**src/rtl/melody_seq.sv**
```systemverilog
// -----------------------------------------------------------------------------
// melody_seq
//   Note sequencer that walks an internal song table and drives the tone
//   generator. Each table entry sounds for (dur*BEAT_TICKS - GAP_TICKS) cycles
//   and is then followed by GAP_TICKS silent cycles for articulation. Rests
//   (freq 0) keep enable low and hold the last nonzero rate, so the
//   downstream divider never receives 0.
//
// Ports
//   clk       in   1   system clock
//   reset     in   1   synchronous, active-high reset
//   play      in   1   start the song from entry 0 (only honoured when idle)
//   stop      in   1   abort playback (honoured in every state)
//   rate      out  23  note frequency in Hz to the tone generator, never 0
//   enable    out  1   note sounding
//   busy      out  1   sequencer not idle
//   done      out  1   one-cycle pulse when the end marker is reached
//   note_idx  out  5   current song table index
//
// Configuration
//   MELODY_SEQ_LOOP_EN  when defined, the end marker restarts the song at
//                       entry 0 with no done pulse; playback continues until
//                       stop or reset.
// -----------------------------------------------------------------------------
module melody_seq #(
  parameter int BEAT_TICKS = 2500000,
  parameter int GAP_TICKS  = 250000
) (
  input  logic        clk,
  input  logic        reset,
  input  logic        play,
  input  logic        stop,
  output logic [22:0] rate,
  output logic        enable,
  output logic        busy,
  output logic        done,
  output logic [4:0]  note_idx
);

  typedef enum logic [1:0] {
    ST_IDLE = 2'd0,
    ST_NOTE = 2'd1,
    ST_GAP  = 2'd2
  } state_t;

  // Song table: [15:4] frequency in Hz, [3:0] duration in beats (0 = end).
  function automatic logic [15:0] song_rom(input logic [4:0] idx);
    logic [15:0] entry;
    case (idx)
      5'd0:    entry = {12'd440, 4'd1};
      5'd1:    entry = {12'd0,   4'd1};
      5'd2:    entry = {12'd523, 4'd2};
      5'd3:    entry = {12'd0,   4'd0};
      default: entry = {12'd0,   4'd0};
    endcase
    return entry;
  endfunction

  // A rest keeps the previous rate so the tone generator never divides by 0.
  function automatic logic [22:0] pick_rate(input logic [11:0] freq,
                                            input logic [22:0] cur_rate);
    logic [22:0] r;
    if (freq != 12'd0) begin
      r = {11'd0, freq};
    end else begin
      r = cur_rate;
    end
    return r;
  endfunction

  state_t      state_r;
  state_t      state_nxt_s;
  logic [25:0] cnt_r;
  logic [25:0] cnt_nxt_s;
  logic [3:0]  dur_r;
  logic [3:0]  dur_nxt_s;
  logic [22:0] rate_r;
  logic [22:0] rate_nxt_s;
  logic        enable_r;
  logic        enable_nxt_s;
  logic        busy_r;
  logic        done_r;
  logic        done_nxt_s;
  logic [4:0]  idx_r;
  logic [4:0]  idx_nxt_s;

  logic [15:0] entry0_s;
  logic [15:0] next_entry_s;
  logic [4:0]  idx_inc_s;
  logic [25:0] note_last_s;
  logic [25:0] gap_last_s;
  logic        note_end_s;
  logic        gap_end_s;

  assign idx_inc_s    = idx_r + 5'd1;
  assign entry0_s     = song_rom(5'd0);
  assign next_entry_s = song_rom(idx_inc_s);
  // Last counter value of the sounding part of the current entry.
  assign note_last_s  = 26'(dur_r) * 26'(BEAT_TICKS) - 26'(GAP_TICKS) - 26'd1;
  assign gap_last_s   = 26'(GAP_TICKS) - 26'd1;
  assign note_end_s   = (cnt_r == note_last_s);
  assign gap_end_s    = (cnt_r == gap_last_s);

  assign rate     = rate_r;
  assign enable   = enable_r;
  assign busy     = busy_r;
  assign done     = done_r;
  assign note_idx = idx_r;

  // State and output registers, synchronous reset.
  always_ff @(posedge clk) begin
    if (reset) begin
      state_r  <= ST_IDLE;
      cnt_r    <= 26'd0;
      dur_r    <= 4'd0;
      rate_r   <= 23'd440;
      enable_r <= 1'b0;
      busy_r   <= 1'b0;
      done_r   <= 1'b0;
      idx_r    <= 5'd0;
    end else begin
      state_r  <= state_nxt_s;
      cnt_r    <= cnt_nxt_s;
      dur_r    <= dur_nxt_s;
      rate_r   <= rate_nxt_s;
      enable_r <= enable_nxt_s;
      busy_r   <= (state_nxt_s != ST_IDLE);
      done_r   <= done_nxt_s;
      idx_r    <= idx_nxt_s;
    end
  end

  // Next-state decode; stop overrides every other event.
  always_comb begin
    state_nxt_s = state_r;
    if (stop) begin
      state_nxt_s = ST_IDLE;
    end else begin
      case (state_r)
        ST_IDLE: begin
          if (play && (entry0_s[3:0] != 4'd0)) begin
            state_nxt_s = ST_NOTE;
          end else begin
            state_nxt_s = ST_IDLE;
          end
        end
        ST_NOTE: begin
          if (note_end_s) begin
            state_nxt_s = ST_GAP;
          end else begin
            state_nxt_s = ST_NOTE;
          end
        end
        ST_GAP: begin
          if (!gap_end_s) begin
            state_nxt_s = ST_GAP;
          end else if (next_entry_s[3:0] != 4'd0) begin
            state_nxt_s = ST_NOTE;
          end else begin
`ifdef MELODY_SEQ_LOOP_EN
            if (entry0_s[3:0] != 4'd0) begin
              state_nxt_s = ST_NOTE;
            end else begin
              state_nxt_s = ST_IDLE;
            end
`else
            state_nxt_s = ST_IDLE;
`endif
          end
        end
        default: state_nxt_s = ST_IDLE;
      endcase
    end
  end

  // Next values of counter, entry fields and outputs.
  always_comb begin
    cnt_nxt_s    = cnt_r;
    dur_nxt_s    = dur_r;
    rate_nxt_s   = rate_r;
    enable_nxt_s = enable_r;
    done_nxt_s   = 1'b0;
    idx_nxt_s    = idx_r;
    if (stop) begin
      cnt_nxt_s    = 26'd0;
      enable_nxt_s = 1'b0;
      idx_nxt_s    = 5'd0;
    end else begin
      case (state_r)
        ST_IDLE: begin
          enable_nxt_s = 1'b0;
          if (play) begin
            // Entry 0 being the end marker ends the song immediately.
            cnt_nxt_s    = 26'd0;
            idx_nxt_s    = 5'd0;
            dur_nxt_s    = entry0_s[3:0];
            rate_nxt_s   = pick_rate(entry0_s[15:4], rate_r);
            enable_nxt_s = (entry0_s[3:0] != 4'd0) && (entry0_s[15:4] != 12'd0);
            done_nxt_s   = (entry0_s[3:0] == 4'd0);
          end else begin
            cnt_nxt_s = cnt_r;
          end
        end
        ST_NOTE: begin
          if (note_end_s) begin
            cnt_nxt_s    = 26'd0;
            enable_nxt_s = 1'b0;
          end else begin
            cnt_nxt_s = cnt_r + 26'd1;
          end
        end
        ST_GAP: begin
          enable_nxt_s = 1'b0;
          if (!gap_end_s) begin
            cnt_nxt_s = cnt_r + 26'd1;
          end else if (next_entry_s[3:0] != 4'd0) begin
            cnt_nxt_s    = 26'd0;
            idx_nxt_s    = idx_inc_s;
            dur_nxt_s    = next_entry_s[3:0];
            rate_nxt_s   = pick_rate(next_entry_s[15:4], rate_r);
            enable_nxt_s = (next_entry_s[15:4] != 12'd0);
          end else begin
            cnt_nxt_s = 26'd0;
`ifdef MELODY_SEQ_LOOP_EN
            idx_nxt_s = 5'd0;
            if (entry0_s[3:0] != 4'd0) begin
              dur_nxt_s    = entry0_s[3:0];
              rate_nxt_s   = pick_rate(entry0_s[15:4], rate_r);
              enable_nxt_s = (entry0_s[15:4] != 12'd0);
            end else begin
              dur_nxt_s = dur_r;
            end
`else
            idx_nxt_s  = idx_inc_s;
            done_nxt_s = 1'b1;
`endif
          end
        end
        default: begin
          cnt_nxt_s    = 26'd0;
          enable_nxt_s = 1'b0;
          idx_nxt_s    = 5'd0;
        end
      endcase
    end
  end

endmodule

```
**config.mk**
```make
export PLATFORM = sky130hd
export DESIGN_NAME = melody_seq
export DESIGN_NICKNAME = d
export VERILOG_FILES = /design/src/rtl/melody_seq.sv
export SDC_FILE = /design/constraint.sdc
export NUM_CORES = 1
export LEC_CHECK = 0
export ABC_AREA = 1
export CAP_MARGIN = 40
export CORE_UTILIZATION = 40
export DETAILED_ROUTE_END_ITERATION = 8
export GPL_TIMING_DRIVEN = 0
export PLACE_DENSITY = 0.61
export RECOVER_POWER = 25
export SYNTH_ARGS = -nofsm -noshare
export SYNTH_HDL_FRONTEND = slang
export SYNTH_SLANG_ARGS = --single-unit
```
**constraint.sdc**
```tcl
create_clock -name clk -period 2.3 [get_ports clk]
set_clock_uncertainty 0.05 [all_clocks]
set_input_delay 0.46 -clock clk [delete_from_list [all_inputs] [get_ports clk]]
set_output_delay 0.46 -clock clk [all_outputs]
set_load 0.05 [all_outputs]
```
==> impl_metrics.ini <==
[status]
status = finished clean

[finish]
final_area_um2 = 3770
n_antenna_cell = 0
drive_gt1_frac = 0.158
utilization = 0.486
syn_to_final_growth_pct = 16.7
nNetsFinal = 576

[clocking]
cts_max_path_buffers = 2
cts_made_buffers = 5
root_buffer = clkbuf_8
cts_tree = done
cts_sinks = 41
clk_pin_slew_ns = 0.09
h-tree-depth = 2
clk_latency_ns = 0.30
cts_hold_buf = 0

[worst_setup_path]
cp-start-kind = flop
cpPeakStageDelay_ns = 0.85
criticalPathCategory = reg2out
cp_slowest_cell = clkdlybuf4s50_1
worstPathMaxFanout = 6
crit_family = buffers and inverters
critPathBufInv = 1
arrival_ns = 1.61
worstPathCellList = clkdlybuf4s50_1
critical_path_required_ns = 1.79
cp-end-kind = primary output

[die]
die_y_um = 91.9
design.die.area_um2 = 8440
num_io_pins = 35
row_count = 32
core-area_um2 = 7770
die_x_um = 91.9
initial_core_util = 0.416

[drt]
vias_per_cell = 4.76
wire_per_inst_um = 12.8
firstDrtPassIters = 4
drc = 0
drtIter0Drc = 171
wirelength_um = 8420
via_count = 3134
ant_nets = 0

[synthesis]
synth.distinct_cells = 34
synth_seq_cells = 41
yosys-top-cells-count = nand2_1, inv_1, nor2_1, dfxtp_1, a21oi_1
synth_top_area_frac = 0.254
synth_area_leaders = dfxtp_1, nand2_1, inv_1
synth-seq-area-share = 0.254
yosysTopAreaCell = dfxtp_1
syn-instance-count = 513
synth_most_common_cell = nand2_1
async_flop_share = 0
syn_area_um2 = 3230
yosysWarnings = 0
synth_flop_cell = dfxtp_1
synth-edff-count = 0
syn_area_per_cell_um2 = 6.30

[power_and_ir_drop]
power.density_nw_per_um2 = 447
internal_power_mw = 1.15
peakVddDrop_uv = 271
power_switching_uw = 535
finalPower_mw = 1.69
netSwitchingFraction = 0.317
comb_power_share = 0.215
seqPwrFrac = 0.434
p_leak_nw = 1.62
clkPwrFrac = 0.352

[global_route]
antenna_found_initial = 0
grt_usage = 0.211
grt_pass1_wl_um = 14100
first_global_vias = 2873
grt_max_degree = 13
grt_overflow = 0

[sta]
tns_ns = 0
period_needed_ns = 2.12
finalHoldViolations = 0
setup_viol = 0
fmax_mhz = 472
rsz0062_at_grt = false
worst_pin_slew_ns = 0.632
slew_headroom = 0.579
drv_slew = 0
fin_crit_sh = 0.921

[flow_run]
maxCapViolations = 0

[place]
hpwl_um = 6330
gp_congestion = 0.883
io_buffers = 19
placed_cell_area_um2 = 3600

[hold_path]
hold_class = reg2reg
area by class of cell:
type	instances	area, µm²
clock buffer	5	68.8
inverter	72	273
multi-input combinational	382	2000
timing repair buffer	22	213
fill	805	4000
tap	102	128
buffer	32	224
sequential	41	828
clock inverter	2	35.0
layout by cell type, fill, tap and decap left out, types with 5 or more instances in the layout:
cell type,count
xor2_1,10
nand3_2,13
nand2_1,138
nor2_2,6
conb_1,15
a21oi_1,35
o21ai_0,16
ha_1,13
nand2_2,5
buf_2,5
nor2_4,5
nor3_1,10
dlygate4sd3_1,8
inv_2,7
buf_4,24
nor2_1,59
clkbuf_8,5
dfxtp_1,39
clkdlybuf4s50_1,11
inv_1,64
nand3_1,31
per-stage QoR:
stage / instances / setup WS, ns / hold slack, ns
6_report: 658 / 0.183 / 0.392
4_1_cts: 655 / 0.00677 / 0.404
5_1_grt: 658 / 0.00239 / 0.450
3_3_place_gp: 648 / -0.324 / 0.376
2_1_floorplan: 527 / 0.237 / 0.410
3_5_place_dp: 648 / -0.308 / 0.384
kinds of logic after synthesis:
logic type                 count (synthesis)  share of synthesized area
and+or+nand+nor                          280                      0.402
buffers and inverters                    104                      0.152
AOI/OAI and AO/OA                         60                     0.0995
DFF                                       41                      0.254
adders and majority gates                 16                     0.0620
xor gates and xnor gates                  11                     0.0298
other                                      1                    0.00116
power groups by stage:
stage | clock, mW | sequential (mW) | combinational (mW)
3_3_place_gp | 0 | 0.750 | 0.345
4_1_cts | 0.604 | 0.735 | 0.348
3_5_place_dp | 0 | 0.750 | 0.347
5_1_grt | 0.637 | 0.734 | 0.397
2_1_floorplan | 0 | 0.774 | 0.245
6_report | 0.593 | 0.732 | 0.362
registers in the layout, summed over array words and instances (netlist names):
name      cells
done          1
note_idx      5
rate          3
busy          1
cnt_r        26
enable        1
dur_r         2
state_r       2
routing by layer:
metal | track usage | vias up | part of all wire | wire (µm)
li1 | - | 1655 | - | -
met5 | 0 | - | 0 | 0
met1 | 0.278 | 1403 | 0.48 | 4030
met4 | 0.0755 | 0 | 0.019 | 161
met2 | 0.350 | 63 | 0.46 | 3850
met3 | 0.0299 | 13 | 0.044 | 374
repair_timing:
item	CTS	global route
gates cloned	0	0
setup endpoints to repair	29	29
setup buffers	0	3
pin swaps	0	1
gates resized for setup	4	14
worst paths after layout:
check / start / end / slack (ns) / cells past startpoint
setup / recovery: note_idx[0] / note_idx[0] / 0.18 / 1
hold / removal: rate[3] / rate[3] / 0.39 / 2
setup reg to reg: dur_r[0] / cnt_r[14] / 0.20 / 12
hold reg to reg: rate[3] / rate[3] / 0.39 / 2
Note: power is estimated with default switching activity, not from simulation.
